$ cat src/rtl/fir_mac_nch.sv
// fir_mac_nch: multi-channel FIR MAC sharing one coefficient stream; per-channel
// full-precision accumulate, then round, arithmetic shift and saturate to DATA_W.
module fir_mac_nch #(
  parameter int DATA_W = 16,
  parameter int COEF_W = 16,
  parameter int TAPS = 1021,
  parameter int ADDR_W = 10,
  parameter int NCH = 2
) (
  input  logic                     clk,
  input  logic                     rst_n,
  input  logic                     sequencing,
  input  logic signed [COEF_W-1:0] coef,
  input  logic [NCH*DATA_W-1:0]    smp_in,
  output logic [ADDR_W-1:0]        coef_addr,
  output logic                     rd_en,
  output logic [NCH*DATA_W-1:0]    filtered,
  output logic                     valid,
  output logic                     busy
);
  localparam int ACC_W = DATA_W + COEF_W + $clog2(TAPS);
  localparam logic [ADDR_W-1:0] LAST = ADDR_W'(TAPS - 1);
  localparam logic signed [ACC_W-1:0] RND = ACC_W'(1) << (COEF_W - 2);
  localparam logic signed [ACC_W-1:0] SAT_HI = {{(ACC_W-DATA_W+1){1'b0}}, {(DATA_W-1){1'b1}}};
  localparam logic signed [ACC_W-1:0] SAT_LO = {{(ACC_W-DATA_W+1){1'b1}}, {(DATA_W-1){1'b0}}};

  typedef enum logic [1:0] {IDLE, RUN, DRAIN, DONE} state_t;

  state_t state, state_nx;
  logic seq_lo;
  logic mac;
  logic [ADDR_W-1:0] addr;
  logic signed [ACC_W-1:0] acc [NCH];
  logic signed [ACC_W-1:0] prod [NCH];
  logic signed [ACC_W-1:0] shf [NCH];
  logic [NCH*DATA_W-1:0] res;

  always_comb begin
    state_nx = state;
    case (state)
      IDLE:    state_nx = (sequencing && seq_lo) ? RUN : IDLE;
      RUN:     state_nx = !sequencing ? IDLE : (addr == LAST) ? DRAIN : RUN;
      DRAIN:   state_nx = sequencing ? DONE : IDLE;
      default: state_nx = IDLE;
    endcase
  end

  assign rd_en = state == RUN;
  assign busy = state == RUN || state == DRAIN;
  assign coef_addr = addr;
  // data arrives one cycle behind its address, so the first RUN cycle has nothing to accumulate
  assign mac = (rd_en && addr != '0) || state == DRAIN;

  always_comb begin
    res = '0;
    for (int c = 0; c < NCH; c++) begin
      prod[c] = ACC_W'(coef) * ACC_W'(signed'(smp_in[c*DATA_W +: DATA_W]));
      shf[c] = (acc[c] + RND) >>> (COEF_W - 1);
      res[c*DATA_W +: DATA_W] = shf[c] > SAT_HI ? SAT_HI[DATA_W-1:0] :
                                shf[c] < SAT_LO ? SAT_LO[DATA_W-1:0] : shf[c][DATA_W-1:0];
    end
  end

  // seq_lo clears on reset so a level held high through reset is not taken as a rising edge
  always_ff @(posedge clk) begin
    if (!rst_n) begin
      state <= IDLE;
      seq_lo <= 1'b0;
      addr <= '0;
      filtered <= '0;
      valid <= 1'b0;
      for (int c = 0; c < NCH; c++) acc[c] <= '0;
    end else begin
      state <= state_nx;
      seq_lo <= !sequencing;
      addr <= (state == RUN && state_nx == RUN) ? addr + 1'b1 : '0;
      valid <= state == DONE;
      if (state == DONE) filtered <= res;
      for (int c = 0; c < NCH; c++) begin
        if (state == IDLE) acc[c] <= '0;
        else if (mac) acc[c] <= acc[c] + prod[c];
      end
    end
  end
endmodule

$ cat config.mk
export PLATFORM = sky130hd
export DESIGN_NAME = fir_mac_nch
export DESIGN_NICKNAME = d
export VERILOG_FILES = /design/src/rtl/fir_mac_nch.sv
export SDC_FILE = /design/constraint.sdc
export NUM_CORES = 2
export LEC_CHECK = 0
export BUFFER_PORTS_ARGS = -buffer_cell sky130_fd_sc_hd__buf_2
export CAP_MARGIN = 20
export CORE_MARGIN = 4
export CORE_UTILIZATION = 45
export CTS_CLUSTER_SIZE = 40
export DETAILED_ROUTE_END_ITERATION = 6
export MAX_ROUTING_LAYER = met4
export PLACE_DENSITY = 0.66
export SYNTH_ARGS = -nofsm -noshare
export SYNTH_HDL_FRONTEND = slang
export SYNTH_SLANG_ARGS = --single-unit
$ cat constraint.sdc
create_clock -name clk -period 19 [get_ports clk]
set_input_delay 0.95 -clock clk [delete_from_list [all_inputs] [get_ports clk]]
set_output_delay 0.95 -clock clk [all_outputs]
set_load 0.03 [all_outputs]
==> metrics <==
DIE WIDTH=about 270 µm; Relative slew margins=0.217; Yosys cell types=just under 80; max_cap viols=0; async set-reset flop share out of synthesis=0; Least-Margin Pin Slew=approximately 1.1 ns; final layout net count=between 4,000 and 5,000; # port buffers=95; Via-to-Cell Ratio=around 5.2; core area=between 60,000 and 70,000 µm²; fmax=0.127 GHz; first-pass GRT wire length=approximately 120,000 µm; met1 Usage GRT=0.273; Cell Rows=96; Seq cells post-synth=between 100 and 150; worst-skew pair later-pin latency=between 0.4 and 0.5 ns; share of the synthesized area in the top cell type=0.431; fin crit share=0.416; met2 usage=0.353; worst hold path class=reg2reg; CP endpoint kind=register; Synth-to-Final Area Change=5.89%; WL per Instance=between 15 and 20 µm; leading area contributor after synthesis=fa_1; final hold vios=0; post-route setup TNS=0 ns; Die Height=272 µm; Synth Flop Type=edfxtp_1; htree depth=4; pre-CTS WS=~11 ns; dpl hpwl=approximately 58,000 µm; GR Overflow Total=0; 1st-iter DRT viols=about 1,200; die area=74,100 µm²; Hold WS=0.480 ns; total number of vias=roughly 22,000; busiest grt layer=met2; run status=finished, final reports clean; CTS tree=yes; Crit Path Max Fanout=32; clock slew at reported path FFs=around 0.06 ns; starting density of the core=0.456; syn nets=~4,300; Final Max Tran Viols=0; Seq/Total Area, Yosys=0.110; Root Driver=clkbuf_16; WS Path Type=in2reg; worst setup margin=roughly 11 ns; CTS Buffer Depth=2; post-route antenna net violation count=0; warnings from Yosys=0; Startpoint Class=primary input; Residual DRC=0; drt total wl=slightly above 70,000 µm; M3 GR Usage=0.0314; top post-synthesis cells by count=inv_1, fa_1, nand2_1; number of synthesized flops with an enable pin=84; Ports=96; hold buffers post-CTS=0; Mean Syn Cell Area=about 9.4 µm²; Clock Sinks=130; CTS Buf Count=17; post-synthesis instance area=approximately 31,000 µm²; most numerous cell in the Yosys netlist=inv_1; largest net degree at the start of global routing=43; Worst EP arrival=between 8 and 9 ns; vias in the first global route=between 20,000 and 25,000; RSZ-0062 raised after global routing=no; post-CTS sizing=0; final RePlAce weighted congestion=0.933; Synth Instances=3,336; DRT Pass-1 Iters=5; Final setup violation count=0; largest cells by area after synthesis=fa_1, ha_1, inv_1, edfxtp_1, and2_1; setup bufs post-CTS=0; Overall Global Routing Usage=0.212; skew final=around 0.018 ns; initial antenna violation count=9; min Tclk post-route=around 7.9 ns; layout cell share with drive strength beyond 1=0.0489; Req. time, crit path=slightly below 20 ns
## cell type report
class,instances,area (µm²)
multi-input cells,2276,24400
inverters,813,3050
clock buffers,19,454
well taps,931,1160
clock inverters,13,145
repair buffers,105,551
flip-flops and latches,130,3440
diodes,9,22.5
fillers,6618,35700
## per-layer routing
| layer | part of all wire | routed length [µm] | up-vias |
|---|---|---|---|
| met5 | 0 | 0 | - |
| met4 | 0.023 | 1620 | 0 |
| met3 | 0.051 | 3640 | 65 |
| met2 | 0.50 | 35300 | 497 |
| met1 | 0.43 | 30700 | 11400 |
| li1 | - | - | 10200 |
## registers in the layout (all words and copies together), names as in the netlist
signal / count
seq_lo: 1
filtered: 32
coef_addr: 10
valid: 1
acc: 84
state: 2
## logic make-up after synthesis
kind of cell / after synthesis / share of synthesized area
mux: 3 / 0.000955
compound gates: 330 / 0.0725
buf+inv: 930 / 0.113
xor+xnor: 111 / 0.0312
simple gates: 910 / 0.145
fa+ha+maj: 922 / 0.529
flops: 130 / 0.110
## cells in the final DEF, fill, tap and decap left out, types with 18 or more instances in the layout
cell type,instances
inv_1,813
fa_1,676
nand2_1,325
and2_1,246
ha_1,246
nor2_1,141
buf_2,95
edfxtp_1,84
a21oi_1,78
xnor2_1,68
o21ai_0,58
dfxtp_1,46
xor2_1,42
nand3_1,38
a21o_1,38
and3_1,30
a221o_1,29
nor3_1,27
nand4_1,26
clkbuf_16,18
## worst max-delay path, stage by stage
cell       delay [ns]
buf_2            0.51
nand2_1          0.26
inv_1            0.15
fa_1             0.49
fa_1             0.52
inv_1            0.05
fa_1             0.49
inv_1            0.05
fa_1             0.50
fa_1             0.49
inv_1            0.05
fa_1             0.48
inv_1            0.04
ha_1             0.34
and3_1           0.23
a221oi_1         0.24
o21ai_0          0.32
a21o_1           0.26
a2111oi_0        0.98
o21ai_0          0.23
a31oi_1          0.24
xor2_1           0.16
nor2_1           0.05
## stage by stage
| stage | util | instance area (µm²) | instances |
|---|---|---|---|
| after floorplan | - | 31400 | 3336 |
| after global placement | 0.474 | 32700 | 4255 |
| after detailed placement | 0.474 | 32700 | 4255 |
| after CTS | 0.482 | 33300 | 4287 |
| after global routing | 0.483 | 33300 | 4295 |
| final | 0.483 | 33300 | 4296 |
## path summary, 6_finish.rpt
path | from | endpoint | slack, ns | depth (start not counted)
max | coef[15] | acc[0][36] | 11.10 | 23
min | filtered[18] | filtered[18] | 0.48 | 1
max reg2reg | acc[0][15] | acc[0][36] | 12.49 | 19
min reg2reg | filtered[18] | filtered[18] | 0.48 | 1
Power is not shown: default switching activity piles up to over one toggle a cycle in this logic, so the estimate is an artifact.
